==> config.mk <==
export PLATFORM = sky130hd
export DESIGN_NAME = ucsbece152a_counter_ctrl
export DESIGN_NICKNAME = d
export VERILOG_FILES = /design/src/rtl/ucsbece152a_counter_ctrl.sv
export SDC_FILE = /design/constraint.sdc
export NUM_CORES = 1
export LEC_CHECK = 0
export BUFFER_PORTS_ARGS = -buffer_cell sky130_fd_sc_hd__buf_2
export CAP_MARGIN = 20
export CORE_MARGIN = 2
export CORE_UTILIZATION = 49
export CTS_BUF_LIST = sky130_fd_sc_hd__clkbuf_16
export DETAILED_ROUTE_END_ITERATION = 8
export PLACE_DENSITY = 0.84
export RECOVER_POWER = 25
export SLEW_MARGIN = 5
export SYNTH_ARGS = -nofsm -noshare
export SYNTH_HDL_FRONTEND = slang
export SYNTH_SLANG_ARGS = --single-unit
==> constraint.sdc <==
create_clock -name clk -period 1.38 [get_ports clk]
set_input_delay 0.345 -clock clk [delete_from_list [all_inputs] [get_ports clk]]
set_output_delay 0.345 -clock clk [all_outputs]
set_load 0.005 [all_outputs]
==> src/rtl/ucsbece152a_counter_ctrl.sv <==
// Button front end and direction FSM for ucsbece152a_counter: synchronizes, debounces
// and edge-detects three buttons, then steers the counter's enable/dir with optional bounce.
module ucsbece152a_counter_ctrl #(
  parameter int WIDTH           = 3,
  parameter int DEBOUNCE_CYCLES = 4
) (
  input  logic             clk,
  input  logic             rst,
  input  logic             btn_up_i,
  input  logic             btn_down_i,
  input  logic             btn_pause_i,
  input  logic             mode_bounce_i,
  input  logic [WIDTH-1:0] count_i,
  output logic             enable_o,
  output logic             dir_o,
  output logic [1:0]       state_o
);

  localparam int CW = $clog2(DEBOUNCE_CYCLES + 1);

  localparam logic [1:0] IDLE   = 2'd0;
  localparam logic [1:0] UP     = 2'd1;
  localparam logic [1:0] DOWN   = 2'd2;
  localparam logic [1:0] PAUSED = 2'd3;

  localparam logic [CW-1:0]    CNT_MAX   = CW'(DEBOUNCE_CYCLES);
  localparam logic [WIDTH-1:0] TURN_HIGH = WIDTH'((2 ** WIDTH) - 2);
  localparam logic [WIDTH-1:0] TURN_LOW  = WIDTH'(1);

  // Bit 0 = up, bit 1 = down, bit 2 = pause throughout the button path.
  logic [2:0]    btn_raw;
  logic [2:0]    sync_a;
  logic [2:0]    sync_b;
  logic [CW-1:0] cnt [3];
  logic [2:0]    level;
  logic [2:0]    level_prev;
  logic [2:0]    press;

  logic [1:0] state;
  logic [1:0] state_next;
  logic       saved_dir;
  logic       saved_dir_next;

  assign btn_raw = {btn_pause_i, btn_down_i, btn_up_i};

  always_ff @(posedge clk) begin
    if (rst) begin
      sync_a     <= '0;
      sync_b     <= '0;
      level_prev <= '0;
      for (int i = 0; i < 3; i++) begin
        cnt[i] <= '0;
      end
    end else begin
      sync_a     <= btn_raw;
      sync_b     <= sync_a;
      level_prev <= level;
      for (int i = 0; i < 3; i++) begin
        if (!sync_b[i]) begin
          cnt[i] <= '0;
        end else if (cnt[i] != CNT_MAX) begin
          cnt[i] <= cnt[i] + CW'(1);
        end
      end
    end
  end

  always_comb begin
    for (int i = 0; i < 3; i++) begin
      level[i] = (cnt[i] == CNT_MAX);
    end
  end

  assign press = level & ~level_prev;

  // Button events take priority over the bounce reversal; pause beats down beats up.
  always_comb begin
    state_next     = state;
    saved_dir_next = saved_dir;
    if (press[2]) begin
      case (state)
        UP: begin
          state_next     = PAUSED;
          saved_dir_next = 1'b0;
        end
        DOWN: begin
          state_next     = PAUSED;
          saved_dir_next = 1'b1;
        end
        PAUSED:  state_next = saved_dir ? DOWN : UP;
        default: state_next = IDLE;
      endcase
    end else if (press[1]) begin
      state_next = DOWN;
    end else if (press[0]) begin
      state_next = UP;
    end else if (mode_bounce_i) begin
      if (state == UP && count_i == TURN_HIGH) begin
        state_next = DOWN;
      end else if (state == DOWN && count_i == TURN_LOW) begin
        state_next = UP;
      end
    end
  end

  always_ff @(posedge clk) begin
    if (rst) begin
      state     <= IDLE;
      saved_dir <= 1'b0;
    end else begin
      state     <= state_next;
      saved_dir <= saved_dir_next;
    end
  end

  assign state_o  = state;
  assign enable_o = (state == UP) || (state == DOWN);
  assign dir_o    = (state == DOWN) || ((state == PAUSED) && saved_dir);

endmodule

# Yosys cells after proc, flatten, opt, wreduce, memory -nomap -nowiden

Memory sizes are Yosys's and may differ from the RTL's.
Cells that the tools add are included.

Register bits: 12
Bits in latches: 0
Memory bits (writable): 9
ROM bits: 0
Output and inout bits: 4
Memories kept: 1

Memory list:

| memory | words | width | rd ports | clocked after memory_dff | wr ports | line | RTL |
|---|---|---|---|---|---|---|---|
| cnt    | 3     | 3     | 3        | 0                        | 3        | 34   | `logic [CW-1:0] cnt [3];` |

Add/subtract/negate cells: 3
Multipliers: 0
Divide/modulo/power cells: 0
Magnitude comparators: 0
Equal/unequal tests: 11
Shift-type cells: 0
Mux-type cells: 38
Bitwise logic cells: 8
Reductions and logical operators: 11

Operators by type and width:

| cell                | count |
|---|---|
| $mux 1              | 23 |
| $mux 3              | 6 |
| $mux 2              | 7 |
| $eq 3x3->1 const B  | 4 |
| $add 3x1->3 const B | 3 |
| $ne 3x3->1 const B  | 3 |
| $or 1x1->1          | 6 |
| $reduce_bool 5->1   | 1 |
| $eq 2x2->1 const B  | 2 |
| $pmux 2 s2          | 1 |
| $reduce_and 2->1    | 2 |
| $reduce_bool 4->1   | 1 |
| $and 3x3->3         | 1 |
| $eq 3x1->1 const B  | 1 |
| $logic_and 1x1->1   | 3 |
| $not 3->3           | 1 |
| $eq 2x1->1 const B  | 1 |
| $logic_or 1x1->1    | 2 |
| $pmux 1 s2          | 1 |
| $reduce_bool 2->1   | 1 |
| $reduce_or 2->1     | 1 |

# Longest topological paths before layout

Depth after elaboration: 8
Gate-level depth with buffers: 6

# Worst setup path after synthesis

OpenSTA, ideal clock, no wires.

Path type: flip-flop to flip-flop
Start: memory cnt[2][0] (netlist name)
End: register state[0] (netlist: state_o[0])
Library setup time: 0.087 ns
Arrival time: 1.422 ns
Data required time: 1.293 ns
Setup slack: -0.129 ns
Cell stages (with the launch flop): 7
Path through: edfxtp_1 -> inv_1 -> ha_1 -> nand2_2 -> or2_0 -> or4_1 -> o31ai_1

RTL lines:

| element                | line | RTL |
|---|---|---|
| start: declaration     | 34   |  |
| end signal: assignment | 111  | `state <= state_next;` |
| end: declaration       | 39   | `logic [1:0] state;` |

==> impl_metrics.prom <==
# TYPE chip_impl_metric gauge
chip_impl_info{name="result_of_the_run",value="finished with violations"} 1
chip_impl_info{name="violations",value="negative setup slack"} 1
chip_impl_metric{name="drive_gt1_share",unit="%"} 35.0
chip_impl_metric{name="grt_util_all_layers",unit="%"} 16.3
chip_impl_info{name="synthDominantAreaCellType",value="sky130_fd_sc_hd__edfxtp_1"} 1
chip_impl_metric{name="grt_pass1_wl",unit="mm"} 2.85
chip_impl_metric{name="postSynthRegisterBits",unit=""} 21
chip_impl_metric{name="fp-row-count",unit=""} 16
chip_impl_metric{name="timing.critical_path.required",unit="ps"} 1540
chip_impl_metric{name="hold_viol",unit=""} 0
chip_impl_metric{name="finalWirelength",unit="mm"} 1.88
chip_impl_metric{name="clock_tree.buffer_depth",unit=""} 2
chip_impl_metric{name="growth_of_design_area_from_synthesis_to_finish",unit="%"} 32.6
chip_impl_metric{name="remaining_drc_errors",unit=""} 0
chip_impl_metric{name="synth.yosys.warnings",unit=""} 0
chip_impl_metric{name="drv_cap",unit=""} 0
chip_impl_metric{name="synth_nets",unit=""} 114
chip_impl_metric{name="worst_slew_pin_slew",unit="ps"} 375
chip_impl_metric{name="floorplan_die_width",unit="um"} 49.2
chip_impl_info{name="grt_setup_unrepaired",value="yes"} 1
chip_impl_info{name="setup.worst_path.end_class",value="register"} 1
chip_impl_metric{name="placement.io_buffers",unit=""} 12
chip_impl_metric{name="report.final.setup_viol",unit=""} 5
chip_impl_info{name="worst_setup_path_endpoint",value="state_o[0]"} 1
chip_impl_info{name="worstSetupStartpoint",value="cnt[2][0]"} 1
chip_impl_metric{name="core-area",unit="mm^2"} 0.00194
chip_impl_metric{name="initial_detailed_routing_violation_count",unit=""} 8
chip_impl_metric{name="routedWlPerCell",unit="um"} 12.5
chip_impl_info{name="setup.worst_path.start_class",value="register"} 1
chip_impl_metric{name="clock_latency",unit="ps"} 260
chip_impl_info{name="final_cell_mix",value="13 x sky130_fd_sc_hd__nor2b_1, 12 x sky130_fd_sc_hd__buf_2, 12 x sky130_fd_sc_hd__buf_4"} 1
chip_impl_info{name="synth_area_leaders",value="sky130_fd_sc_hd__edfxtp_1 27%, sky130_fd_sc_hd__dfxtp_1 24%, sky130_fd_sc_hd__ha_1 13%"} 1
chip_impl_metric{name="timing.reg2reg.setup_slack",unit="ps"} -240
chip_impl_metric{name="first_global_vias",unit=""} 700
chip_impl_info{name="tritoncts",value="yes"} 1
chip_impl_metric{name="detailroute.wirelength.met3",unit="um"} 90
chip_impl_metric{name="num_antenna_cells",unit=""} 0
chip_impl_metric{name="netlist.area_leader.share",unit="%"} 27.0
chip_impl_metric{name="path_clk_slew",unit="ps"} 60
chip_impl_metric{name="die-area",unit="mm^2"} 0.00242
chip_impl_metric{name="antenna_violations_before_repair",unit=""} 0
chip_impl_metric{name="antenna_violating_nets_left",unit=""} 0
chip_impl_metric{name="worst-endpoint-arrival",unit="ps"} 1780
chip_impl_info{name="rr_endpoint",value="state_o[0]"} 1
chip_impl_metric{name="cellLeakagePower",unit="nW"} 0.586
chip_impl_metric{name="mappedNetlistArea",unit="mm^2"} 0.00100
chip_impl_metric{name="detail_route.wirelength.met1",unit="um"} 808
chip_impl_metric{name="power.total",unit="mW"} 1.32
chip_impl_info{name="routed.top_layer",value="met4"} 1
chip_impl_metric{name="fmax",unit="MHz"} 617
chip_impl_metric{name="via_count",unit=""} 740
chip_impl_metric{name="yosysSeqAreaShare",unit="%"} 51.0
chip_impl_metric{name="worst-r2r-cell-count",unit=""} 6
chip_impl_metric{name="met2RoutedLength",unit="um"} 906
chip_impl_metric{name="cts_sinks",unit=""} 21
chip_impl_info{name="layout.cells.most_common",value="sky130_fd_sc_hd__nor2b_1"} 1
chip_impl_metric{name="ir_drop",unit="V"} 0.00108
chip_impl_metric{name="synth.distinct_cells",unit=""} 24
chip_impl_metric{name="maxSlewHeadroom",unit="%"} 74.7
chip_impl_metric{name="final.setup_skew",unit="ps"} 2.91
chip_impl_metric{name="start_util",unit="%"} 51.5
chip_impl_metric{name="drtPass1Iterations",unit=""} 4
chip_impl_metric{name="period_minus_slack",unit="ps"} 1620
chip_impl_metric{name="dp_hpwl",unit="mm"} 1.19
chip_impl_metric{name="period_share",unit="%"} 117
chip_impl_metric{name="slew_viol_final",unit=""} 0
chip_impl_metric{name="final.setup.worst_slack",unit="ps"} -241
chip_impl_metric{name="boundaryPins",unit=""} 13
chip_impl_metric{name="numCtsBuffers",unit=""} 3
chip_impl_info{name="hp-class",value="in2reg"} 1
chip_impl_metric{name="pin_count_of_the_biggest_net_entering_global_routing",unit=""} 14
chip_impl_metric{name="fin_nets",unit=""} 143
chip_impl_metric{name="drt-vias-per-instance",unit=""} 4.93
chip_impl_metric{name="netlist_instances",unit=""} 95
chip_impl_info{name="cts_root_buf",value="sky130_fd_sc_hd__clkbuf_16"} 1
chip_impl_metric{name="floorplan.die.height",unit="um"} 49.2
chip_impl_metric{name="path_max_fanout",unit=""} 2
chip_impl_info{name="crit_type",value="reg2reg"} 1
chip_impl_info{name="reg2reg_from",value="cnt[2][0]"} 1
chip_impl_metric{name="power.density",unit="mW/mm^2"} 996
chip_impl_metric{name="post_place_setup_slack",unit="ps"} -148
chip_impl_metric{name="grt_remaining_overflow",unit=""} 0
chip_impl_metric{name="cts-htree-levels",unit=""} 1
chip_impl_metric{name="gp_congestion",unit=""} 0.734
chip_impl_metric{name="synthesis.area_per_instance",unit="um^2"} 10.5
## repair_timing
item,in CTS,in global routing
setup buffers,4,4
setup endpoints to repair,4,8
pin swaps,0,1
hold endpoints to repair,0,0
resized for setup,5,9
hold buffers,0,0
## per-layer routing
layer	vias up	GRT usage (%)
met4	0	12.9
met1	337	17.1
met3	7	4.29
met2	18	27.5
met5	-	0
li1	378	-
## final cells by class
type	instances	area, um^2
clock buffers	3	75.1
clock inverters	1	5.00
fillers	142	614
inverters	10	37.5
multi-input cells	63	503
flip-flops and latches	21	512
well taps	27	33.8
repair buffers	25	161
## kinds of logic (layout without fill, tap and decap cells)
| kind of cell | Yosys count | count (layout) | synth area share, % |
|---|---|---|---|
| fa+ha+maj | 10 | 10 | 12.5 |
| flops | 21 | 21 | 51.0 |
| buf+inv | 11 | 39 | 4.13 |
| compound gates | 11 | 11 | 6.88 |
| simple gates | 39 | 39 | 22.5 |
| mux | 3 | 3 | 3.00 |
## flip-flops by register name, summed over array words and instances (netlist names)
| name | count |
|---|---|
| level_prev | 3 |
| sync_b | 3 |
| cnt | 9 |
| state_o | 2 |
| saved_dir | 1 |
| sync_a | 3 |
## cells in the mapped netlist
cell and instances:
sky130_fd_sc_hd__nand4_1 1, sky130_fd_sc_hd__nand3_1 4, sky130_fd_sc_hd__edfxtp_1 9, sky130_fd_sc_hd__o211a_1 1, sky130_fd_sc_hd__or2_0 1, sky130_fd_sc_hd__nor4bb_1 1
sky130_fd_sc_hd__o2bb2ai_1 1, sky130_fd_sc_hd__a21o_1 1, sky130_fd_sc_hd__clkbuf_1 1, sky130_fd_sc_hd__nand2_1 4, sky130_fd_sc_hd__or4_1 1, sky130_fd_sc_hd__o31ai_1 1
sky130_fd_sc_hd__o21ai_0 2, sky130_fd_sc_hd__nor2_1 6, sky130_fd_sc_hd__nor2b_1 13, sky130_fd_sc_hd__and3_2 2, sky130_fd_sc_hd__nand2_2 1, sky130_fd_sc_hd__and3b_2 1
sky130_fd_sc_hd__inv_1 10, sky130_fd_sc_hd__mux2i_1 3, sky130_fd_sc_hd__dfxtp_1 12, sky130_fd_sc_hd__a21oi_1 5, sky130_fd_sc_hd__and3_1 4, sky130_fd_sc_hd__ha_1 10
## worst min path at each step
stage	cells after the start	slack [ps]	start	to
global placement	1	420	sync_a[2]	sync_b[2]
global route	2	300	btn_up_i	sync_a[0]
floorplan	1	410	sync_a[0]	sync_b[0]
CTS	2	290	btn_up_i	sync_a[0]
detailed placement	1	430	sync_a[0]	sync_b[0]
finish	2	290	btn_up_i	sync_a[0]
## critical path, cell delays in order (launching register included)
cell and delay [ps]:
sky130_fd_sc_hd__edfxtp_1 380, sky130_fd_sc_hd__inv_1 90, sky130_fd_sc_hd__ha_2 190, sky130_fd_sc_hd__nand2_2 60, sky130_fd_sc_hd__or2_1 220, sky130_fd_sc_hd__or4_1 490
sky130_fd_sc_hd__o31ai_1 90
## metrics by stage
stage / util (%) / setup TNS [ps] / cell area (um^2) / instances / hold slack, ps
floorplan: - / -115 / 1000 / 95 / 414
global placement: 58.6 / -95.6 / 1140 / 139 / 420
detailed placement: 58.6 / -148 / 1140 / 139 / 427
CTS: 65.1 / -411 / 1260 / 147 / 286
global route: 68.4 / -1200 / 1330 / 150 / 296
finish: 68.4 / -780 / 1330 / 150 / 290
## power breakdown
part           total, mW  leakage, nW  switching (mW)  internal, mW
sequential         0.657        0.209         0.00285         0.654
combinational     0.0504        0.336          0.0226        0.0277
clock              0.615       0.0409           0.226         0.389
total               1.32        0.586           0.251          1.07
(Power assumes the default switching activity.)
